File: config.mk
export PLATFORM = sky130hd
export DESIGN_NAME = writeback_commit_queue
export DESIGN_NICKNAME = d
export VERILOG_FILES = /design/src/rtl/writeback_commit_queue.sv
export SDC_FILE = /design/constraint.sdc
export NUM_CORES = 1
export LEC_CHECK = 0
export ABC_AREA = 1
export BUFFER_PORTS_ARGS = -buffer_cell sky130_fd_sc_hd__buf_2
export CORE_MARGIN = 5
export CORE_UTILIZATION = 53
export DETAILED_ROUTE_END_ITERATION = 10
export MAX_ROUTING_LAYER = met4
export PLACE_DENSITY = 0.77
export SYNTH_ARGS = -nofsm -noshare
export SYNTH_HDL_FRONTEND = slang
export SYNTH_SLANG_ARGS = --single-unit
export TNS_END_PERCENT = 1
File: constraint.sdc
create_clock -name clk -period 2.59 [get_ports clk]
set_input_delay 0.259 -clock clk [delete_from_list [all_inputs] [get_ports clk]]
set_output_delay 0.259 -clock clk [all_outputs]
set_load 0.005 [all_outputs]
File: src/rtl/writeback_commit_queue.sv
// Writeback commit queue: resolves decode write descriptors into final values,
// holds them in program order and retires one per cycle to the GPR write port.
package writeback_commit_queue_pkg;
    localparam int unsigned XLEN   = 32;
    localparam int unsigned REG_AW = 5;

    typedef logic [XLEN-1:0]   word_t;
    typedef logic [REG_AW-1:0] creg_addr_t;

    typedef enum logic [1:0] {
        SRC_NOP = 2'd0,
        SRC_ALU = 2'd1,
        SRC_MEM = 2'd2
    } wr_src_e;

    typedef struct packed {
        logic       valid;
        wr_src_e    src;
        word_t      value;
        creg_addr_t dst;
    } write_reg_t;
endpackage

module writeback_commit_queue
    import writeback_commit_queue_pkg::*;
#(
    parameter int unsigned DEPTH = 4
) (
    input  logic        clk,
    input  logic        resetn,
    input  logic        in_valid,
    output logic        in_ready,
    input  write_reg_t  in_wr,
    input  word_t       in_alu,
    input  logic        mem_resp_valid,
    input  word_t       mem_resp_data,
    output logic        rf_we,
    output creg_addr_t  rf_waddr,
    output word_t       rf_wdata,
    output logic [31:0] busy_mask,
    output logic        mem_stray
);
    localparam int unsigned PW = (DEPTH > 1) ? $clog2(DEPTH) : 1;
    localparam int unsigned CW = $clog2(DEPTH) + 1;

    logic [PW-1:0]    head_q, head_d, tail_q, tail_d;
    logic [CW-1:0]    count_q, count_d;
    logic [DEPTH-1:0] vld_q, vld_d;
    logic [DEPTH-1:0] ok_q, ok_d;
    word_t            val_q [DEPTH];
    word_t            val_d [DEPTH];
    creg_addr_t       dst_q [DEPTH];
    creg_addr_t       dst_d [DEPTH];
    logic             rf_we_q, rf_we_d;
    creg_addr_t       rf_waddr_q, rf_waddr_d;
    word_t            rf_wdata_q, rf_wdata_d;
    logic             mem_stray_q, mem_stray_d;

    logic             accept, enq, pop, fill_hit;
    logic [PW-1:0]    fill_idx, scan_idx;

    assign in_ready  = (count_q != CW'(DEPTH));
    assign rf_we     = rf_we_q;
    assign rf_waddr  = rf_waddr_q;
    assign rf_wdata  = rf_wdata_q;
    assign mem_stray = mem_stray_q;

    // Next-state: load fill, in-order retire and enqueue of resolved descriptors
    always_comb begin
        head_d      = head_q;
        tail_d      = tail_q;
        vld_d       = vld_q;
        ok_d        = ok_q;
        val_d       = val_q;
        dst_d       = dst_q;
        rf_we_d     = 1'b0;
        rf_waddr_d  = rf_waddr_q;
        rf_wdata_d  = rf_wdata_q;
        fill_hit    = 1'b0;
        fill_idx    = '0;
        scan_idx    = '0;

        accept = in_valid && in_ready;
        enq    = accept && in_wr.valid && (in_wr.dst != '0);
        pop    = vld_q[head_q] && ok_q[head_q];

        // Oldest queued entry still waiting for load data (only loads enqueue with ok=0)
        for (int unsigned i = 0; i < DEPTH; i++) begin
            scan_idx = head_q + PW'(i);
            if (!fill_hit && vld_q[scan_idx] && !ok_q[scan_idx]) begin
                fill_hit = 1'b1;
                fill_idx = scan_idx;
            end
        end

        if (mem_resp_valid && fill_hit) begin
            val_d[fill_idx] = mem_resp_data;
            ok_d[fill_idx]  = 1'b1;
        end
        mem_stray_d = mem_resp_valid && !fill_hit;

        if (pop) begin
            vld_d[head_q] = 1'b0;
            head_d        = head_q + PW'(1);
            rf_we_d       = 1'b1;
            rf_waddr_d    = dst_q[head_q];
            rf_wdata_d    = val_q[head_q];
        end

        // Tail slot is always free here since accept requires count < DEPTH
        if (enq) begin
            vld_d[tail_q] = 1'b1;
            dst_d[tail_q] = in_wr.dst;
            unique case (in_wr.src)
                SRC_ALU: begin val_d[tail_q] = in_alu;      ok_d[tail_q] = 1'b1; end
                SRC_MEM: begin val_d[tail_q] = '0;          ok_d[tail_q] = 1'b0; end
                default: begin val_d[tail_q] = in_wr.value; ok_d[tail_q] = 1'b1; end
            endcase
            tail_d = tail_q + PW'(1);
        end

        count_d = count_q + CW'(enq) - CW'(pop);
    end

    // Pending-destination mask over all queued entries
    always_comb begin
        busy_mask = '0;
        for (int unsigned i = 0; i < DEPTH; i++) begin
            if (vld_q[i]) busy_mask[dst_q[i]] = 1'b1;
        end
        busy_mask[0] = 1'b0;
    end

    // State registers
    always_ff @(posedge clk or negedge resetn) begin
        if (!resetn) begin
            head_q      <= '0;
            tail_q      <= '0;
            count_q     <= '0;
            vld_q       <= '0;
            ok_q        <= '0;
            rf_we_q     <= 1'b0;
            rf_waddr_q  <= '0;
            rf_wdata_q  <= '0;
            mem_stray_q <= 1'b0;
            for (int unsigned i = 0; i < DEPTH; i++) begin
                val_q[i] <= '0;
                dst_q[i] <= '0;
            end
        end else begin
            head_q      <= head_d;
            tail_q      <= tail_d;
            count_q     <= count_d;
            vld_q       <= vld_d;
            ok_q        <= ok_d;
            val_q       <= val_d;
            dst_q       <= dst_d;
            rf_we_q     <= rf_we_d;
            rf_waddr_q  <= rf_waddr_d;
            rf_wdata_q  <= rf_wdata_d;
            mem_stray_q <= mem_stray_d;
        end
    end
endmodule

# --- Yosys cells after proc, flatten, opt, wreduce, memory -nomap -nowiden ---
# Index checks and enable logic that the tools add are counted.
totals:
  word_cells: 161
  inputBits: 108
  out_inout_bits: 72
  ff_bits: 202
op_classes:
  addsub: 6
  reduce_logical: 31
  muxes: 67
  n_eq_ne: 3
  magnitude_cmp: 22
  bitwise_logic: 15
ops:
  columns: ["op", "count"]
  rows:
  - ["$bwmux 128", 3]
  - ["$mux 128", 2]
  - ["$mux 32", 8]
  - ["$pmux 128 s2", 1]
  - ["$and 128x128->128", 1]
  - ["$demux 32 s2", 2]
  - ["$not 128->128", 1]
  - ["$or 32x32->32", 3]
  - ["$bmux 32 s2", 1]
  - ["$lt 5x6->1 const B", 4]
  - ["$logic_and 1x1->1", 22]
  - ["$bwmux 20", 1]
  - ["$demux 1 s5", 4]
  - ["$ge 5x1->1 const B", 4]
  - ["$mux 1", 20]
  - ["$mux 4", 5]
  - ["$lt 2x3->1 const B", 6]
  - ["$bmux 1 s2", 8]
  - ["$mux 5", 3]
  - ["$or 4x4->4", 3]
  - ["$bmux 5 s2", 1]
  - ["$demux 5 s2", 1]
  - ["$ge 3x3->1 const B", 3]
  - ["$not 2->3", 3]
  - ["other kinds (15)", 34]

# --- Longest topological paths before layout ---
depth:
  word_depth: 27
  mapped_depth: 18
  mapped_depth_nobuf: 15

# --- Worst setup path after synthesis ---
# No wires, ideal clock.
synth_timing:
  kind: "reg2reg"
  startpoint: "register head_q[0]"
  endpoint: "register val_q[54] (netlist bit)"
  t_required_ns: 2.472
  path_slack_ns: -0.192
  t_arrival_ns: 2.664
  path_buffers: 4
  stages_incl_launch_ff: 17
  cell_sequence: "dfrtp_1 > inv_2 > buf_6 > clkbuf_1 > clkbuf_1 > ha_1 > nand2_1 > nand2_2 > nor2_4 > nand3_4 > nand3_2 > nand2_4 > nor2_4 > buf_2 > nand3_1 > nand3_1 > nand2_1"
synth_lines:
  columns: ["item", "line", "source"]
  rows:
  - ["start, declared", "46", "logic [PW-1:0] head_q, head_d, tail_q, tail_d;"]
  - ["start signal, assigned", "137", "head_q <= '0;"]
  - ["start signal, assigned", "151", "head_q <= head_d;"]
  - ["end signal, assigned", "156", "val_q <= val_d;"]
  - ["end, declared", "50", "word_t val_q [DEPTH];"]

==> flow_summary.yaml <==
global_routing:
  grt_util_met3: 0.0675
  gr-total-overflow: 0
  grt_pass1_vias: 13893
  grt_first_pass_wirelength_um: 73400
  grt_usage: 0.326
  met1_usage: 0.416
  grt_start_max_net_pins: 83
  grt_antenna_before_repair: 0
  grt_util_met2: 0.510
  busiest_layer: "met2"
worst_setup_path:
  cp_data_required_time_ps: 3000
  path_class: "flip-flop to flip-flop"
  crit_top_cell: "nand2_2"
  cp.arrival_ps: 2860
  path_buf_inv: 4
  crit_fanout: 15
  slowest_delay_ps: 470
  crit_family: "simple AND/OR/NAND/NOR gates"
  cp-end-kind: "flip-flop"
  cp-start-kind: "flip-flop"
  path_cells: "inv_2 -> ha_4 -> inv_1 -> nand2_2 -> nand2_2 -> nor2_4 -> nand3_2 -> nand2_2 -> inv_2 -> nand4_2 -> buf_4 -> nand2_1 -> nand3_1 -> nand2_1"
  critPathSlowestCell: "dfrtp_2"
run:
  maxCapViolCount: 0
power:
  total_power_mw: 19.7
  powerDensity_mw_per_mm2: 1280
  leakage_nw: 7.92
  irDropWorstVdd_mv: 1.01
layout:
  n_antenna_cell: 0
  nets: 2151
  final_area_mm2: 0.0154
  drive_above_1_share: 0.154
  postLayoutCoreUtil: 0.630
  areaGrowthSynthToFinish_pct: 16.5
die:
  dieArea_mm2: 0.0282
  fp.coreArea_mm2: 0.0245
  num_io_pins: 180
  initial_core_util: 0.541
  row_count: 57
  dieWidth_um: 168
  fp.dieH_um: 168
yosys:
  synthTopCellsByArea: "dfrtp_1 (38%), nand2_1 (14%), nand3_1 (9.5%)"
  synthTopCellsByCount: "nand2_1 (500), nand3_1 (251), inv_1 (244)"
  yosys_warnings: 0
  synthDominantCellAreaShare: 0.382
  yosysTopAreaCell: "dfrtp_1"
  synth_edf_count: 0
  async_reset_ff_frac: 1.00
  yosysMostFrequentCell: "nand2_1"
  syn_nets: 2023
  synth_top_flop_cell: "dfrtp_1"
  ys_ff_latch: 202
  syn_avg_cell_area_um2: 6.96
  ys_seq_area_frac: 0.382
  synthesis.area_mm2: 0.0132
  ys_types: 34
  synthCells: 1902
placed_design:
  post-place-ws_ps: 114
  port-buffer-count: 178
  hpwl_um: 29200
  dpl-instance-area_mm2: 0.0146
  place.gp.congestion: 0.986
cts:
  cts_inserted_buffers: 23
  insertion_delay_ps: 530
  htree_levels: 1
  cts_buffer_depth: 3
  root_buffer: "clkbuf_16"
  cts.sinks: 202
  cts_tree: "yes"
  cts.clk_slew.worst_paths_ps: 60
detailed_routing:
  drc_errors: 0
  firstDrtPassIters: 9
  drt_iter0_drc: 1716
  vias_per_cell: 6.12
  wirelength_um: 46900
  wl_per_cell_um: 19.8
  vias: 14514
  ant_nets: 0
timing:
  worst_slack_ps: 145
  rsz0062_at_grt: "true"
  post-route-period-util: 0.944
  max_freq_mhz: 409
  hold_viol: 0
  tightest_slew_ps: 740
  setup_viol: 0
  maxSlewViolCount: 0
  finClkSkew_ps: 18.9
  max_slew_margin: 0.507
  period_minus_slack_ps: 2440
outcome:
  status: "finished clean"
min_path:
  min_path_type: "input port to flip-flop"
==> worst reg2reg max path, cell delays in order (launching register included) <==
cell and delay [ps]:
dfrtp_2 470, inv_2 120, ha_4 310, inv_1 70
nand2_2 70, nand2_2 100, nor2_4 160, nand3_2 130
nand2_2 140, inv_2 110, nand4_2 130, buf_4 280
nand2_1 90, nand3_1 90, nand2_1 70
==> layer usage <==
layer | routed length, um | vias to the layer above | share of wire
met5 | 0 | - | 0
met4 | 1720 | 0 | 0.037
met3 | 5660 | 196 | 0.12
met2 | 21100 | 1000 | 0.45
met1 | 18400 | 6635 | 0.39
li1 | - | 6683 | -
==> stage by stage <==
stage / cells / TNS [ps] / hold slack [ps]
finish: 2370 / 0 / 71.1
global route: 2370 / -35.1 / 97.2
CTS: 2370 / 0 / 68.5
detailed placement: 2327 / 0 / 292
global placement: 2327 / 0 / 292
floorplan: 1902 / 0 / -36.6
==> where the power goes <==
group / internal, mW / switching, mW
Combinational: 3.48 / 7.31
Clock: 2.10 / 1.37
Sequential: 4.56 / 0.887
Total: 10.1 / 9.56
==> logic make-up after synthesis <==
logic type               share of synthesized area
buffers and inverters                        0.120
AND/OR/NAND/NOR                              0.297
adder cells (fa/ha/maj)                     0.0129
AO/OA/AOI/OAI                                0.185
other                                     0.000283
flip-flops                                   0.382
XOR/XNOR                                   0.00265
==> flip-flops by register name (all words and copies together) (netlist names) <==
name,flops
dst_q,20
ok_q,4
rf_wdata,32
count_q,3
val_q,128
tail_q,2
mem_stray,1
rf_waddr,5
head_q,2
vld_q,4
rf_we,1
==> final timing paths <==
kind                                  startpoint                        to  slack, ps  depth (start not counted)
max                        head_q[1]$_DFFE_PN0P_        val_q[0]$_DFF_PN0_        150                         14
min                                     in_wr[4]     dst_q[14]$_DFFE_PN0P_         70                          3
max reg2reg                head_q[1]$_DFFE_PN0P_        val_q[0]$_DFF_PN0_        150                         14
min reg2reg                 count_q[0]$_DFF_PN0_      count_q[0]$_DFF_PN0_        520                          1
max in group asynchronous                 resetn       mem_stray$_DFF_PN0_       1530                          3
min in group asynchronous                 resetn  rf_wdata[24]$_DFFE_PN0P_        300                          2
==> cells in the final DEF (no fill, tap or decap), types with 9 or more instances in the layout <==
| master | n |
|---|---|
| nand3_1 | 251 |
| nand2_1 | 500 |
| nor2_1 | 46 |
| buf_2 | 177 |
| o221ai_1 | 30 |
| buf_4 | 47 |
| o21ai_0 | 97 |
| o22ai_1 | 125 |
| dfrtp_1 | 200 |
| nand4_1 | 65 |
| o22a_1 | 30 |
| a21oi_1 | 74 |
| buf_12 | 9 |
| clkbuf_16 | 23 |
| inv_1 | 243 |
| a31oi_1 | 41 |
| ha_1 | 11 |
==> layout make-up <==
| class | count | area (um^2) |
|---|---|---|
| Sequential cell | 202 | 5060 |
| Tap cell | 324 | 405 |
| Multi-Input combinational cell | 1309 | 6660 |
| Fill cell | 2196 | 9040 |
| Timing Repair Buffer | 245 | 1570 |
| Clock buffer | 33 | 673 |
| Inverter | 249 | 938 |
| Clock inverter | 8 | 121 |
==> repair_timing <==
item / 4_1_cts / 5_1_grt
setup buffers: 0 / 0
setup endpoints to repair: 0 / 119
endpoints found under the hold margin: 62 / 0
hold buffers: 2 / 0
gates resized for setup: 0 / 15
(Power assumes the default switching activity.)
